[src/rtl/fq_pkg.sv]
// Shared types and constants for the per-flow store-and-forward ingress buffer.
package fq_pkg;

    localparam int FQ_WORD_W  = 64;
    localparam int FQ_LEN_LSB = 0;
    localparam int FQ_LEN_W   = 8;

    typedef logic [FQ_WORD_W-1:0] fq_word_t;
    typedef logic [FQ_LEN_W-1:0]  fq_len_t;

    typedef enum logic [1:0] {
        IDLE,
        STORE,
        DROP
    } fq_ff_state_t;

    // Packet length (in words, header included) carried by a header word.
    function automatic fq_len_t fq_hdr_len(input fq_word_t word);
        return word[FQ_LEN_LSB +: FQ_LEN_W];
    endfunction

endpackage

[src/rtl/fq_ram.sv]
// Simple dual-port word store: one synchronous write port, one asynchronous
// (show-ahead) read port.
module fq_ram
    import fq_pkg::*;
#(
    parameter int DEPTH_LOG2 = 6
) (
    input  logic                  clk,
    input  logic                  we,
    input  logic [DEPTH_LOG2-1:0] wr_addr,
    input  fq_word_t              wr_data,
    input  logic [DEPTH_LOG2-1:0] rd_addr,
    output fq_word_t              rd_data
);

    fq_word_t mem [2**DEPTH_LOG2];

    always_ff @(posedge clk) begin
        if (we) begin
            mem[wr_addr] <= wr_data;
        end
    end

    assign rd_data = mem[rd_addr];

endmodule

[src/rtl/fq_flow_fifo.sv]
// Per-flow packet buffer: words become readable only after their whole packet
// has been committed; oversize or malformed packets are dropped whole.
module fq_flow_fifo
    import fq_pkg::*;
#(
    parameter int DEPTH_LOG2 = 6
) (
    input  logic                 clk,
    input  logic                 rst_n,
    input  logic                 in_valid,
    input  logic                 in_sop,
    input  logic                 in_eop,
    input  logic [FQ_WORD_W-1:0] in_data,
    input  logic                 fifo_rdreq,
    output logic                 fifo_empty,
    output logic [FQ_WORD_W-1:0] fifo_data,
    output logic [DEPTH_LOG2:0]  pkt_count,
    output logic [15:0]          drop_count,
    output logic                 err_len
);

    localparam int PW = DEPTH_LOG2 + 1;
    localparam logic [PW-1:0] DEPTH   = {1'b1, {DEPTH_LOG2{1'b0}}};
    localparam logic [PW-1:0] PTR_ONE = PW'(1);
    localparam fq_len_t       LEN_ONE = FQ_LEN_W'(1);

    fq_ff_state_t state_reg, state_next;
    fq_len_t      remaining_reg, remaining_next;
    logic [PW-1:0] wr_ptr_reg, wr_ptr_next;
    logic [PW-1:0] commit_ptr_reg, commit_ptr_next;
    logic [PW-1:0] rd_ptr_reg;
    fq_len_t      rd_left_reg;
    logic [DEPTH_LOG2:0] pkt_count_reg;
    logic [15:0]  drop_count_reg;
    logic         err_len_reg;

    logic                  ram_we;
    logic [DEPTH_LOG2-1:0] ram_wr_addr;
    fq_word_t              ram_rd_data;

    fq_len_t       hdr_len;
    logic [PW-1:0] hdr_free;
    logic          hdr_fits;
    logic [1:0]    drop_add;
    logic          err_set;
    logic          commit_inc;
    logic          pop;
    logic          hdr_pop;
    logic [16:0]   drop_sum;

    fq_ram #(
        .DEPTH_LOG2(DEPTH_LOG2)
    ) u_ram (
        .clk     (clk),
        .we      (ram_we),
        .wr_addr (ram_wr_addr),
        .wr_data (in_data),
        .rd_addr (rd_ptr_reg[DEPTH_LOG2-1:0]),
        .rd_data (ram_rd_data)
    );

    // A header always lands at commit_ptr (any aborted packet is rolled back
    // first), so its space check is taken against the committed fill level.
    assign hdr_len  = fq_hdr_len(in_data);
    assign hdr_free = DEPTH - (commit_ptr_reg - rd_ptr_reg);
    assign hdr_fits = (hdr_len != '0) && (32'(hdr_len) <= 32'(hdr_free));

    always_comb begin
        state_next      = state_reg;
        remaining_next  = remaining_reg;
        wr_ptr_next     = wr_ptr_reg;
        commit_ptr_next = commit_ptr_reg;
        ram_we          = 1'b0;
        ram_wr_addr     = wr_ptr_reg[DEPTH_LOG2-1:0];
        drop_add        = 2'd0;
        err_set         = 1'b0;
        commit_inc      = 1'b0;

        if (in_valid && in_sop) begin
            wr_ptr_next = commit_ptr_reg;
            if (state_reg == STORE) begin
                err_set  = 1'b1;
                drop_add = 2'd1;
            end
            if (!hdr_fits) begin
                drop_add   = drop_add + 2'd1;
                state_next = in_eop ? IDLE : DROP;
            end else begin
                ram_we      = 1'b1;
                ram_wr_addr = commit_ptr_reg[DEPTH_LOG2-1:0];
                if (hdr_len == LEN_ONE) begin
                    if (in_eop) begin
                        commit_ptr_next = commit_ptr_reg + PTR_ONE;
                        wr_ptr_next     = commit_ptr_reg + PTR_ONE;
                        commit_inc      = 1'b1;
                        state_next      = IDLE;
                    end else begin
                        err_set    = 1'b1;
                        drop_add   = drop_add + 2'd1;
                        state_next = DROP;
                    end
                end else if (in_eop) begin
                    err_set    = 1'b1;
                    drop_add   = drop_add + 2'd1;
                    state_next = IDLE;
                end else begin
                    wr_ptr_next    = commit_ptr_reg + PTR_ONE;
                    remaining_next = hdr_len - LEN_ONE;
                    state_next     = STORE;
                end
            end
        end else if (in_valid) begin
            case (state_reg)
                STORE: begin
                    ram_we         = 1'b1;
                    remaining_next = remaining_reg - LEN_ONE;
                    if (in_eop && remaining_reg == LEN_ONE) begin
                        commit_ptr_next = wr_ptr_reg + PTR_ONE;
                        wr_ptr_next     = wr_ptr_reg + PTR_ONE;
                        commit_inc      = 1'b1;
                        state_next      = IDLE;
                    end else if (in_eop || remaining_reg == LEN_ONE) begin
                        wr_ptr_next = commit_ptr_reg;
                        err_set     = 1'b1;
                        drop_add    = 2'd1;
                        state_next  = in_eop ? IDLE : DROP;
                    end else begin
                        wr_ptr_next = wr_ptr_reg + PTR_ONE;
                    end
                end
                DROP: begin
                    if (in_eop) begin
                        state_next = IDLE;
                    end
                end
                default: begin
                end
            endcase
        end
    end

    // rd_left counts words still to pop in the packet being read; zero means
    // the head word is a header.
    assign pop      = fifo_rdreq && !fifo_empty;
    assign hdr_pop  = pop && (rd_left_reg == '0);
    assign drop_sum = {1'b0, drop_count_reg} + 17'(drop_add);

    always_ff @(posedge clk or negedge rst_n) begin
        if (!rst_n) begin
            state_reg      <= IDLE;
            remaining_reg  <= '0;
            wr_ptr_reg     <= '0;
            commit_ptr_reg <= '0;
            rd_ptr_reg     <= '0;
            rd_left_reg    <= '0;
            pkt_count_reg  <= '0;
            drop_count_reg <= '0;
            err_len_reg    <= 1'b0;
        end else begin
            state_reg      <= state_next;
            remaining_reg  <= remaining_next;
            wr_ptr_reg     <= wr_ptr_next;
            commit_ptr_reg <= commit_ptr_next;
            if (pop) begin
                rd_ptr_reg <= rd_ptr_reg + PTR_ONE;
            end
            if (hdr_pop) begin
                rd_left_reg <= fq_hdr_len(ram_rd_data) - LEN_ONE;
            end else if (pop) begin
                rd_left_reg <= rd_left_reg - LEN_ONE;
            end
            if (commit_inc && !hdr_pop) begin
                pkt_count_reg <= pkt_count_reg + 1'b1;
            end else if (hdr_pop && !commit_inc) begin
                pkt_count_reg <= pkt_count_reg - 1'b1;
            end
            drop_count_reg <= drop_sum[16] ? 16'hFFFF : drop_sum[15:0];
            if (err_set) begin
                err_len_reg <= 1'b1;
            end
        end
    end

    assign fifo_empty = (commit_ptr_reg == rd_ptr_reg);
    assign fifo_data  = fifo_empty ? '0 : ram_rd_data;
    assign pkt_count  = pkt_count_reg;
    assign drop_count = drop_count_reg;
    assign err_len    = err_len_reg;

endmodule

[config.mk]
export PLATFORM = sky130hd
export DESIGN_NAME = fq_flow_fifo
export DESIGN_NICKNAME = d
export VERILOG_FILES = /design/src/rtl/fq_pkg.sv /design/src/rtl/fq_ram.sv /design/src/rtl/fq_flow_fifo.sv
export SDC_FILE = /design/constraint.sdc
export NUM_CORES = 2
export LEC_CHECK = 0
export CAP_MARGIN = 20
export CELL_PAD_IN_SITES_DETAIL_PLACEMENT = 1
export CELL_PAD_IN_SITES_GLOBAL_PLACEMENT = 1
export CORE_UTILIZATION = 30
export DETAILED_ROUTE_END_ITERATION = 10
export PLACE_DENSITY_LB_ADDON = 0.1
export SLEW_MARGIN = 5
export SYNTH_ARGS = -nofsm -noshare
export SYNTH_HDL_FRONTEND = slang
export SYNTH_SLANG_ARGS = --single-unit
[constraint.sdc]
create_clock -name clk -period 6.8 [get_ports clk]
set_input_delay 1.02 -clock clk [delete_from_list [all_inputs] [get_ports clk]]
set_output_delay 1.02 -clock clk [all_outputs]
set_load 0.1 [all_outputs]
Word-level counts from Yosys, hierarchy flattened
Memory sizes are Yosys's and may differ from the RTL's.
Index checks and enable logic that the tools add are counted.
{"block": "op_classes", "add_sub_neg": 13, "n_lt_le_gt_ge": 1, "n_eq_ne": 11, "muxes": 72, "reduce_logical": 23}
{"cell": "2-to-1 mux 7 bit", "count": 17}
{"cell": "2-to-1 mux 64 bit", "count": 1}
{"cell": "2-to-1 mux 8 bit", "count": 8}
{"cell": "subtractor 8 x 1 -> 8 bit (second input constant)", "count": 4}
{"cell": "adder 7 x 1 -> 7 bit (second input constant)", "count": 4}
{"cell": "2-to-1 mux 1 bit", "count": 28}
{"cell": "2-to-1 mux 2 bit", "count": 14}
{"cell": "adder 16 x 2 -> 17 bit", "count": 1}
{"cell": "== test 8 x 1 -> 1 bit (second input constant)", "count": 2}
{"cell": "2-to-1 mux 16 bit", "count": 1}
{"cell": "2-to-1 mux 6 bit", "count": 2}
{"cell": "AND reduction 5 bit", "count": 2}
{"cell": "nonzero test 2 bit", "count": 5}
{"cell": "less-or-equal comparator 8 x 7 -> 1 bit", "count": 1}
{"cell": "zero test 8 bit", "count": 1}
{"cell": "nonzero test 8 bit", "count": 1}
{"cell": "== test 7 bit", "count": 1}
{"cell": "logical AND 1 bit", "count": 7}
{"cell": "subtractor 7 x 1 -> 7 bit (second input constant)", "count": 1}
{"cell": "subtractor 7 bit", "count": 1}
{"cell": "subtractor 7 bit (first input constant)", "count": 1}
{"cell": "inequality test 2 bit (second input constant)", "count": 3}
{"cell": "inequality test 4 x 2 -> 1 bit (second input constant)", "count": 1}
{"cell": "case mux 2 bit (2 select lines)", "count": 1}
{"cell": "10 further kinds", "count": 12}
{"block": "totals", "regBits": 63, "ramBits": 4096, "inputBits": 70, "output_inout_bits": 89, "elab_cells": 130, "n_memories": 1}
{"name": "u_ram.mem", "depth": 64, "width": 64, "read_ports": 1, "rd_clocked_by_memory_dff": 0, "wr": 1, "line_no": "fq_ram.sv:16", "rtl": "fq_word_t mem [2**DEPTH_LOG2];"}

Longest topological paths before layout
{"block": "logic_depth", "depth_word": 10, "ltp_mapped": 34, "ltp_nobuf": 28}

Cells and area by module
A second synthesis with hierarchy kept.
{"block": "hier_totals", "cells_unflattened": 7156, "hier_area_um2": 160252.4}
{"module": "fq_ram", "n_inst": 1, "cells_each": 6534, "area_each_um2": 155067.5, "seq_area_each_um2": 122998.0}
{"module": "fq_flow_fifo", "n_inst": 1, "cells_each": 622, "area_each_um2": 5185.0, "seq_area_each_um2": 1576.5}

Least setup slack after synthesis
OpenSTA, ideal clock, no wires.
{"block": "synth_timing", "path_type": "register -> register", "from": "register rd_ptr_reg[0]", "to": "memory u_ram.mem[32][0] (netlist bit) (enable)", "setup_ns": 0.487, "arrival_time_ns": 6.917, "t_required_ns": 6.313, "slack_ns": -0.604, "path_stages_with_launch": 25, "path_buffers": 5, "synth_period_minus_slack_ns": 7.404, "path_cell_list": "dfrtp_1 > clkbuf_2 > buf_6 > buf_6 > inv_1 > buf_2 > ha_1 > inv_1 > ha_1 > inv_1 > fa_1 > inv_1 > a21o_1 > a21oi_1 > xor2_1 > ha_1 > a21o_1 > a21oi_1 > nand2_1 > o21ai_0 > o211ai_1 > clkbuf_1 > mux2i_1 > nand2_1 > nor2_1"}
{"block": "synth_between", "elab_chain_len": 8, "elab_cells_between_ends": 10, "cone_classes": "add/sub: 2; order compare: 1; mux: 6; reduce/logical: 1"}
{"item": "start: declaration", "line_no": "fq_flow_fifo.sv:31", "rtl": "logic [PW-1:0] rd_ptr_reg;"}
{"item": "start signal: assignment", "line_no": "fq_flow_fifo.sv:165", "rtl": "rd_ptr_reg <= rd_ptr_reg + PTR_ONE;"}
{"item": "subtractor 7 bit (*) (2 in series)", "line_no": "fq_flow_fifo.sv:65", "rtl": "assign hdr_free = DEPTH - (commit_ptr_reg - rd_ptr_reg);"}
{"item": "less-or-equal comparator 8 x 7 -> 1 bit (*)", "line_no": "fq_flow_fifo.sv:66", "rtl": "assign hdr_fits = (hdr_len != '0) && (32'(hdr_len) <= 32'(hdr_free));"}
{"item": "logical AND 1 bit (*)", "line_no": "fq_flow_fifo.sv:66"}
{"item": "2-to-1 mux 1 bit", "line_no": "fq_flow_fifo.sv:85", "rtl": "if (!hdr_fits) begin"}
{"item": "2-to-1 mux 1 bit", "line_no": "fq_flow_fifo.sv:79", "rtl": "if (in_valid && in_sop) begin"}
{"item": "2-to-1 mux 1 bit", "line_no": "fq_ram.sv:19", "rtl": "if (we) begin"}
{"item": "2-to-1 mux 1 bit (not written as such)", "line_no": "fq_ram.sv:20", "rtl": "mem[wr_addr] <= wr_data;"}
{"item": "end: declaration", "line_no": "fq_ram.sv:16"}
Mark *: on every way between the ends. The rest lies on a longest branch, timed or not.

Worst setup path in the final report
{"block": "layout_timing", "from": "register rd_ptr_reg[3]", "to": "output fifo_data[39]"}
{"block": "layout_between", "elab_chain_len": 2, "elab_cells_between_ends": 3, "cone_classes": "eq/ne: 1; mux: 1; memory: 1"}
{"item": "memory (64 x 64 bit) / == test 7 bit (equally long branches)"}
{"item": "2-to-1 mux 64 bit (*)", "line_no": "fq_flow_fifo.sv:185", "rtl": "assign fifo_data = fifo_empty ? '0 : ram_rd_data;"}
{"item": "end: declaration", "line_no": "fq_flow_fifo.sv:16", "rtl": "output logic [FQ_WORD_W-1:0] fifo_data,"}
Marked as above.

==> results.md <==
- Syn Area/Cell: 24.22 um^2
- Fin. max-slew vios: 0
- Wire per inst: 35.16 um
- Final Cell Area: 188,600 um^2
- Share of cells above drive strength 1: 32.26%
- Met2 Use GR: 31.55%
- Post-Place Cells: 13,770
- Synth top area cells: edfxtp_1 (77%), mux4_2 (18%), dfrtp_1 (0.98%), buf_2 (0.42%), mux2i_1 (0.39%)
- First-pass GRT wire length: 703,300 um
- Starting density of the core: 30.12%
- Critical-path cell list: buf_12, buf_4, buf_4, mux4_2, mux4_2, nor2b_1, buf_4
- Routability congestion estimate: 0.7293
- Max FFs per register: 4,096
- Post-synthesis sequential area ratio: 77.61%
- Htree depth: 5
- Number of remaining DRC errors: 0
- Cell Pwr Density: 418.5 nW/um^2
- Yosys top cell by area: edfxtp_1
- Initial detailed-routing violation count: 7,164
- Placed Instance Area: 173,300 um^2
- Critical-path top delay cell: buf_4
- P&R area growth vs syn: 17.51%
- Number of buffers added on ports: 158
- Pre-CTS setup slack: 733.5 ps
- CP max stage delay: 870 ps
- Global routing usage on met3: 2.517%
- Synth Warn #: 0
- Worst setup margin: 182.9 ps
- CP bufs+invs: 4
- Lkg Pwr: 0.05791 uW
- I/O Pins: 159
- Crit. End Element: output port
- Via Count: 75,090
- Fmax: 0.1511 GHz
- Endpoints failing hold: 0
- Post-synthesis instance total: 6,628
- Netlist cell types: 70
- Synth Register Bits: 4,159
- Filler instances: 50,510
- CTS root buf: clkbuf_16
- Worst IR Drop VDD: 682.5 uV
- Final ANT Viol Nets: 0
- Worst skew pair latency: 1010 ps
- WS Path Type: flop to output port
- Required @ worst endpoint: 5780 ps
- Gr usage total: 18.79%
- Total grt overflow: 0
- Async SR Flop Fraction: 1.515%
- Dominant synthesized flop cell: edfxtp_1
- Synth Cell Area: 160,500 um^2
- CTS Buf Count: 466
- Vias per cell: 5.124
- Finish-stage setup viols: 0
- Synth top area share: 76.63%
- Largest net degree at the start of global routing: 130
- Met1 Resource Use GR: 26.48%
- Sink Count: 4,159
- Rel. slew slack: 15.81%
- Vias in the first global route: 80,540
- CTS tree: built
- Post-CTS Setup Inserts: 0
- Worst Path Max Fanout: 88
- Worst EP arrival: 5600 ps
- Post-DP HPWL: 281,500 um
- Largest buffer count on any clock path: 4
- Startpoint types: flop
- WL final: 515,300 um
- Fin nets: 7,360
- RSZ-0062 raised after global routing: false
- DR pass1 iterations: 5
- Die Y: 733.4 um
- Status: finished, final reports clean
- Die X: 733.4 um
- Commonest non-fill, non-tap cell in the layout: edfxtp_1
- Die area: 537,900 um^2
- Most Frequent Cell on Critical Path: buf_4
- Part of the cycle the worst path needs: 97.31%
- Max Cap Viol: 0
- Final non-filler cell total: 14,660
- Final Critical Period: 6617 ps
- Commonest non-fill, non-tap cells in the layout: edfxtp_1 (4,096), mux4_2 (1,284), clkbuf_16 (470)
- Slew @ Worst Pin: 1263 ps
- GRT Max-Usage Layer: met2
- Clk slew on worst S/H paths: 70 ps
- Num rows: 268
- Clock skew: 76.68 ps
- Number of synthesized flops with an enable pin: 4,096
- Syn nets: 6,741
- Hold Crit Class: input pin to async pin
- Core area: 532,800 um^2
- Family with the most delay on the worst path: buffers and inverters
- Initial antenna violation count: 62
report_power, final:
part / total, uW / internal [uW] / switching (uW)
clock network: 24400 / 13900 / 10500
registers: 28700 / 28500 / 191
logic: 25900 / 9970 / 15900
total: 78900 / 52400 / 26600
cells in the mapped netlist (all sizes together) (10+ instances only):
master / n
xnor2: 27
nor2: 134
ha: 40
mux2i: 62
buf: 190
nor3: 19
edfxtp: 4096
a22oi: 10
clkbuf: 154
nor2b: 67
a32oi: 11
inv: 34
a21oi: 41
nand2: 113
mux4: 1284
a31oi: 11
o22ai: 13
nand3: 22
xor2: 20
mux2: 19
nand2b: 14
dfrtp: 63
o21ai: 39
a211oi: 21
what timing repair did:
| action | in CTS | in global routing |
|---|---|---|
| hold buffers | 0 | 0 |
| resized for setup | 15 | 8 |
| gates cloned | 0 | 1 |
| endpoints found under the setup margin | 41 | 21 |
| endpoints found under the hold margin | 0 | 0 |
logic make-up after synthesis:
kind of cell | count (synthesis) | synth area share (%)
AND/OR/NAND/NOR | 427 | 1.273
AO/OA/AOI/OAI | 208 | 0.8832
adder cells (fa/ha/maj) | 43 | 0.3492
flip-flops | 4159 | 77.61
buffers and inverters | 379 | 1.087
multiplexers | 1365 | 18.54
XOR/XNOR | 47 | 0.2565
metal layers:
layer / share of wire, % / wire (um)
met1: 45 / 229500
met2: 49 / 253600
met3: 4.6 / 23570
met4: 1.7 / 8552
met5: 0.019 / 96
through the flow:
stage                     setup TNS [ps]  hold WS [ps]  util (%)  power [uW]
after detailed placement               0         474.7     32.53       55620
after global placement                 0         470.3     32.52       55640
final                                  0         160.2     35.40       78940
after global routing                   0         176.0     35.39       81910
after CTS                              0         92.34     35.26       80310
after floorplan                 -2235790         460.7         -       46970
worst paths after layout:
check                                               from                          end  slack [ps]  depth (start not counted)
max                            rd_ptr_reg[3]$_DFFE_PN0P_                fifo_data[39]         180                          7
max in group asynchronous                          rst_n    rd_ptr_reg[3]$_DFFE_PN0P_        5870                          1
min in group clk                             in_data[39]  u_ram.mem[25][39]$_DFFE_PP_         360                          1
max reg2reg                commit_ptr_reg[1]$_DFFE_PN0P_   u_ram.mem[8][29]$_DFFE_PP_         790                         21
min reg2reg                          err_len$_DFFE_PN0P_          err_len$_DFFE_PN0P_         470                          1
min                                                rst_n     drop_count[15]$_DFF_PN0_         160                          1
cell type report:
type / instances / area (um^2) / area share (%)
multi-input cells: 2090 / 34670 / 18.38
inverters: 35 / 138.9 / 0.07363
clock inverters: 259 / 2342 / 1.242
repair buffers: 495 / 5882 / 3.118
diodes: 10 / 25.02 / 0.01327
flip-flops and latches: 4159 / 124600 / 66.06
well taps: 7020 / 8783 / 4.657
clock buffers: 587 / 12180 / 6.457
(Power assumes the default switching activity.)
